`src/rtl/lib_cpu_pkg.sv`:
```
// Shared opcode, funct, state and ALU code definitions for the multi-cycle CPU.
package lib_cpu;

   typedef enum logic [5:0] {
      OP_RTYPE = 6'b000000,
      OP_J     = 6'b000010,
      OP_BEQ   = 6'b000100,
      OP_BNE   = 6'b000101,
      OP_ADDI  = 6'b001000,
      OP_LW    = 6'b100011,
      OP_SW    = 6'b101011
   } opecode_t;

   typedef enum logic [5:0] {
      FN_ADD = 6'b100000,
      FN_SUB = 6'b100010,
      FN_AND = 6'b100100,
      FN_OR  = 6'b100101,
      FN_SLT = 6'b101010
   } funct_t;

   typedef enum logic [3:0] {
      FETCH   = 4'd0,
      DECODE  = 4'd1,
      MEMADR  = 4'd2,
      MEMRD   = 4'd3,
      MEMWB   = 4'd4,
      MEMWR   = 4'd5,
      EXECUTE = 4'd6,
      ALUWB   = 4'd7,
      BRANCH  = 4'd8,
      ADDIEX  = 4'd9,
      ADDIWB  = 4'd10,
      JUMP    = 4'd11
   } mc_state_t;

   localparam logic [2:0] ALU_AND = 3'b000;
   localparam logic [2:0] ALU_OR  = 3'b001;
   localparam logic [2:0] ALU_ADD = 3'b010;
   localparam logic [2:0] ALU_SUB = 3'b110;
   localparam logic [2:0] ALU_SLT = 3'b111;

endpackage

```
`src/rtl/alu_decoder.sv`:
```
// R-type funct field to ALU operation code; valid=0 flags an unsupported funct.
module alu_decoder
   import lib_cpu::*;
(
   input  logic [5:0] funct,
   output logic [2:0] code,
   output logic       valid
);

   always_comb begin
      code  = ALU_ADD;
      valid = 1'b1;
      case (funct)
         FN_ADD:  code = ALU_ADD;
         FN_SUB:  code = ALU_SUB;
         FN_AND:  code = ALU_AND;
         FN_OR:   code = ALU_OR;
         FN_SLT:  code = ALU_SLT;
         default: valid = 1'b0;
      endcase
   end

endmodule

```
`src/rtl/mc_controller.sv`:
```
// Multi-cycle MIPS-style control FSM. Handshake: a memory access completes in
// any cycle where mem_req=1 and mem_ready=1; mem_req stays high until then.
module mc_controller
   import lib_cpu::*;
#(
   parameter int ALU_CTRL_W = 3,
   parameter int BNE_EN     = 1,
   parameter int ADDI_EN    = 1,
   parameter int J_EN       = 1
) (
   input  logic                  clk,
   input  logic                  rst_n,
   input  logic [5:0]            op,
   input  logic [5:0]            funct,
   input  logic                  zero,
   input  logic                  mem_ready,
   output logic                  mem_req,
   output logic                  iord,
   output logic                  mem_write,
   output logic                  ir_write,
   output logic                  reg_dst,
   output logic                  mem_to_reg,
   output logic                  reg_write,
   output logic                  alu_src_a,
   output logic [1:0]            alu_src_b,
   output logic [1:0]            pc_src,
   output logic                  pc_en,
   output logic [ALU_CTRL_W-1:0] alu_ctrl_sig,
   output logic                  illegal,
   output logic [3:0]            state
);

   mc_state_t  state_q, state_d;
   logic [2:0] alu_code, exec_code;
   logic       funct_ok;
   logic       mem_req_r, mem_write_r, ir_write_r, reg_write_r, pc_en_r, illegal_r;

   alu_decoder u_alu_decoder (
      .funct (funct),
      .code  (exec_code),
      .valid (funct_ok)
   );

   always_ff @(posedge clk) begin
      if (!rst_n) state_q <= FETCH;
      else        state_q <= state_d;
   end

   always_comb begin
      state_d     = state_q;
      mem_req_r   = 1'b0;
      iord        = 1'b0;
      mem_write_r = 1'b0;
      ir_write_r  = 1'b0;
      reg_dst     = 1'b0;
      mem_to_reg  = 1'b0;
      reg_write_r = 1'b0;
      alu_src_a   = 1'b0;
      alu_src_b   = 2'b00;
      pc_src      = 2'b00;
      pc_en_r     = 1'b0;
      illegal_r   = 1'b0;
      alu_code    = ALU_ADD;
      case (state_q)
         FETCH: begin
            mem_req_r  = 1'b1;
            alu_src_b  = 2'b01;
            ir_write_r = mem_ready;
            pc_en_r    = mem_ready;
            if (mem_ready) state_d = DECODE;
         end
         DECODE: begin
            alu_src_b = 2'b11;
            case (op)
               OP_LW, OP_SW: state_d = MEMADR;
               OP_RTYPE:     state_d = EXECUTE;
               OP_BEQ:       state_d = BRANCH;
               OP_BNE:       begin state_d = (BNE_EN  != 0) ? BRANCH : FETCH; illegal_r = (BNE_EN  == 0); end
               OP_ADDI:      begin state_d = (ADDI_EN != 0) ? ADDIEX : FETCH; illegal_r = (ADDI_EN == 0); end
               OP_J:         begin state_d = (J_EN    != 0) ? JUMP   : FETCH; illegal_r = (J_EN    == 0); end
               default:      begin state_d = FETCH; illegal_r = 1'b1; end
            endcase
         end
         MEMADR: begin
            alu_src_a = 1'b1;
            alu_src_b = 2'b10;
            state_d   = (op == OP_SW) ? MEMWR : MEMRD;
         end
         MEMRD: begin
            mem_req_r = 1'b1;
            iord      = 1'b1;
            if (mem_ready) state_d = MEMWB;
         end
         MEMWB: begin
            mem_to_reg  = 1'b1;
            reg_write_r = 1'b1;
            state_d     = FETCH;
         end
         MEMWR: begin
            mem_req_r   = 1'b1;
            iord        = 1'b1;
            mem_write_r = mem_ready;
            if (mem_ready) state_d = FETCH;
         end
         EXECUTE: begin
            alu_src_a = 1'b1;
            alu_code  = exec_code;
            illegal_r = ~funct_ok;
            state_d   = funct_ok ? ALUWB : FETCH;
         end
         ALUWB: begin
            reg_dst     = 1'b1;
            reg_write_r = 1'b1;
            state_d     = FETCH;
         end
         BRANCH: begin
            alu_src_a = 1'b1;
            alu_code  = ALU_SUB;
            pc_src    = 2'b01;
            pc_en_r   = (BNE_EN != 0 && op == OP_BNE) ? ~zero : zero;
            state_d   = FETCH;
         end
         ADDIEX: begin
            alu_src_a = 1'b1;
            alu_src_b = 2'b10;
            state_d   = ADDIWB;
         end
         ADDIWB: begin
            reg_write_r = 1'b1;
            state_d     = FETCH;
         end
         JUMP: begin
            pc_src  = 2'b10;
            pc_en_r = 1'b1;
            state_d = FETCH;
         end
         default: state_d = FETCH;
      endcase
   end

   // Reset is synchronous, so the state may still be stale while rst_n is low;
   // gate every side-effecting strobe directly with rst_n.
   assign mem_req      = mem_req_r   & rst_n;
   assign mem_write    = mem_write_r & rst_n;
   assign ir_write     = ir_write_r  & rst_n;
   assign reg_write    = reg_write_r & rst_n;
   assign pc_en        = pc_en_r     & rst_n;
   assign illegal      = illegal_r   & rst_n;
   assign alu_ctrl_sig = ALU_CTRL_W'(alu_code);
   assign state        = state_q;

endmodule

```
`config.mk`:
```
export PLATFORM = sky130hd
export DESIGN_NAME = mc_controller
export DESIGN_NICKNAME = d
export VERILOG_FILES = /design/src/rtl/lib_cpu_pkg.sv /design/src/rtl/alu_decoder.sv /design/src/rtl/mc_controller.sv
export SDC_FILE = /design/constraint.sdc
export NUM_CORES = 1
export LEC_CHECK = 0
export CAP_MARGIN = 20
export CELL_PAD_IN_SITES_DETAIL_PLACEMENT = 0
export CELL_PAD_IN_SITES_GLOBAL_PLACEMENT = 2
export CORE_ASPECT_RATIO = 1.5
export CORE_MARGIN = 2
export CORE_UTILIZATION = 23
export CTS_CLUSTER_SIZE = 10
export DETAILED_ROUTE_END_ITERATION = 12
export PLACE_DENSITY_LB_ADDON = 0.15
export SLEW_MARGIN = 20
export SYNTH_ARGS = -nofsm -noshare
export SYNTH_HDL_FRONTEND = slang
export SYNTH_SLANG_ARGS = --single-unit
```
`constraint.sdc`:
```
create_clock -name clk -period 3.4 [get_ports clk]
set_input_delay 0.68 -clock clk [delete_from_list [all_inputs] [get_ports clk]]
set_output_delay 0.68 -clock clk [all_outputs]
set_load 0.01 [all_outputs]
```
==> results by group <==
Floorplan
  • Die Ht: roughly 76 um
  • Chip width: slightly above 50 um
  • Die ar.: between 3000 and 4000 sq um
  • Starting Density: 23.56%
  • I/O pin cnt: 37
  • Core Footprint: 3351 sq um
  • Core Rows: 26

Timing
  • Slew HR: 50.12%
  • Final Hold Vio Count: 0
  • Final WS setup: 0.2435 ns
  • Clock skew: 0.004728 ns
  • Unrepaired setup endpoints after global routing: false
  • Period minus WS final: 3.157 ns
  • Fin. max-slew vios: 0
  • Slew @ Worst Pin: 0.7471 ns
  • Setup total negative slack: 0 ns
  • Part of the cycle the worst path needs: 92.84%
  • Fmax: around 0.32 GHz
  • Setup violators final: 0

Clocking
  • # H-tree levels: 1
  • Resized cells post-CTS: 0
  • CTS Buf Count: 3
  • Post-CTS setup buffers: 0
  • Maximum clock path buffer count: 2
  • # hold bufs at CTS: 0
  • CTS Sinks: 4
  • Clock tree from TritonCTS: yes
  • Insertion delay to the later sink of the worst-skew pair: 0.22 ns
  • Clock Tree Root: clkbuf_8
  • Reg clk slew, reported paths: 0.04 ns

Run
  • MaxCap Viol Count: 0

Yosys
  • Ys async rst share: 0%
  • Synth cell types: 43
  • Post-synth net total: 125
  • Synth Register Bits: 4
  • Seq/Total Area, Yosys: 10.14%
  • Main combinational cell family by area after synthesis: simple AND/OR/NAND/NOR gates
  • Post-synthesis adder-cell area fraction: 0%
  • Post-synthesis mux area share: 2.536%
  • Post-synthesis simple-gate area fraction: 52.30%
  • Synth Area in XOR/XNOR: 3.328%
  • Post-Syn Instances: between 100 and 150
  • Yosys warnings: 0
  • Syn Std Cell Area: 789.5 sq um
  • Syn avg cell area: 7.243 sq um
  • Synth Flop Type: dfxtp_1
  • Synth Area in Compound Gates: between 20% and 30%
  • Post-synth EDFFs: 0

Final layout
  • Max reg flops: 4
  • Fin nets: 165
  • Post-route cell area: 1229 sq um
  • Share of layout cells above drive strength 1: 13.61%
  • ANT cells: 0
  • Non-Filler Instances: about 190
  • Most common cell after layout, fill and taps aside: clkdlybuf4s50_1
  • Most frequent cells in the layout: 36 x clkdlybuf4s50_1, 10 x nand2b_1, 10 x nand2_1
  • Layout area overhead: 55.63%

GRT
  • Grt ovf: 0
  • Initial antenna violation count: 0
  • First-pass GRT wire length: between 4000 and 5000 um
  • GRT Resource Usage Total: approximately 14%
  • Vias in the first global route: 917
  • Largest net degree at the start of global routing: 20

Placement
  • Worst slack, placed: 0.2311 ns
  • Post-DP HPWL: 2079 um
  • PortBufs: 36
  • RePlAce Congestion: 0.7401
  • Placed cell area: approximately 1200 sq um
  • # placed instances: 186

Worst setup path
  • Crit-path cells: clkdlybuf4s50_1 > nor4_2 > nand3_1 > xor2_1 > o22ai_1 > clkdlybuf4s50_1
  • Worst setup EP type: output pin
  • Crit path max fanout: 2
  • CP dominant cell by count: clkdlybuf4s50_1
  • Slowest stage delay, CP: 0.56 ns
  • Critical path arrival: roughly 2.5 ns
  • Worst EP required: between 2 and 3 ns
  • Delay-heaviest family, CP: buffers and inverters
  • Crit-path slowest cell: clkdlybuf4s50_1
  • Buf+Inv Stages, Crit Path: 2
  • Startpoint types: input pin
  • Setup CP Type: input pin to output pin

Power and ir drop
  • Leakage: 0.4363 nW
  • P per Cell Area: around 210 nW/um^2
  • Power Total: approximately 0.26 mW
  • Worst vdd ir: 0.1006 mV

Drt
  • 1st-pass router iterations: 4
  • Routed Antenna Nets: 0
  • Drt wl/cell: 13.70 um
  • Detailed Route Iter0 Violations: 9
  • Vias/cell: 5.042
  • # DRC: 0
  • Vias: 953
  • Drt total wl: roughly 2600 um

Min path
  • Hold Path Class: flip-flop to flip-flop

Outcome
  • Status: finished clean
[area by class of cell]
cell class / count / area, sq um
tap: 42 / 52.55
clock buffer: 3 / 41.29
timing repair buffer: 45 / 427.9
inverter: 2 / 7.507
fill: 392 / 2122
multi-input combinational: 93 / 619.3
sequential: 4 / 80.08
[cell families (layout without fill, tap and decap cells)]
| kind of cell | count (synthesis) | in the layout |
|---|---|---|
| multiplexers | 2 | 2 |
| AND/OR/NAND/NOR | 66 | 66 |
| buffers and inverters | 12 | 50 |
| AO/OA/AOI/OAI | 22 | 22 |
| XOR/XNOR | 3 | 3 |
| flip-flops | 4 | 4 |
[through the flow]
| stage | utilization (%) | hold WS [ns] |
|---|---|---|
| 6_report | 36.67 | 0.6378 |
| 5_1_grt | 36.67 | 0.6826 |
| 4_1_cts | 36.67 | 0.6444 |
| 3_5_place_dp | 35.44 | 0.6266 |
| 3_3_place_gp | 35.44 | 0.6353 |
| 2_1_floorplan | - | 0.7779 |
[worst paths after layout]
| path | startpoint | endpoint | slack, ns | depth (start not counted) |
|---|---|---|---|---|
| worst max register to register | state[1]$_SDFFE_PN0P_ | state[2]$_SDFFE_PN0P_ | 1.63 | 4 |
| worst min register to register | state[0]$_SDFFE_PN0P_ | state[0]$_SDFFE_PN0P_ | 0.64 | 2 |
| worst min-delay path | state[0]$_SDFFE_PN0P_ | state[0]$_SDFFE_PN0P_ | 0.64 | 2 |
| worst max-delay path | op[1] | pc_en | 0.24 | 6 |
[worst min-delay path, stage by stage (launching register included)]
cell,delay [ns]
dfxtp_1,0.39
nand4b_1,0.14
o21ai_1,0.06
[report_power, final]
part / total [mW] / switching (mW) / internal (mW) / leakage (nW)
Clock: 0.104 / 0.0285 / 0.0758 / 0.0216
Sequential: 0.0536 / 0.00473 / 0.0489 / 0.0325
Combinational: 0.0993 / 0.0437 / 0.0556 / 0.382
Total: 0.257 / 0.0769 / 0.180 / 0.436
[cell usage after synthesis (all sizes together) (2+ instances only)]
| cell | number | area share [%] |
|---|---|---|
| nand2b | 11 | 9.0 |
| nand2 | 10 | 4.8 |
| nor3 | 10 | 7.0 |
| buf | 9 | 10 |
| nor2 | 8 | 3.8 |
| nand3 | 5 | 3.2 |
| a21oi | 4 | 2.5 |
| dfxtp | 4 | 10 |
| o21ai | 4 | 2.5 |
| a32o | 3 | 3.8 |
| nor2b | 3 | 2.4 |
| nor3b | 3 | 2.9 |
| nor4 | 3 | 3.2 |
| nor4b | 3 | 5.2 |
| xor2 | 3 | 3.3 |
| a31oi | 2 | 1.6 |
| and2b | 2 | 2.2 |
| and4bb | 2 | 3.2 |
| inv | 2 | 0.95 |
| mux2i | 2 | 2.5 |
| or3 | 2 | 1.6 |
[routing by layer]
metal / global-route usage [%] / vias to the layer above / share of wire [%]
li1: - / 486 / -
met1: 15.35 / 435 / 40
met2: 27.29 / 26 / 54
met3: 1.176 / 6 / 3.3
met4: 7.602 / 0 / 2.6
met5: 0 / - / 0
No activity file was read; power rests on OpenSTA's default activity.
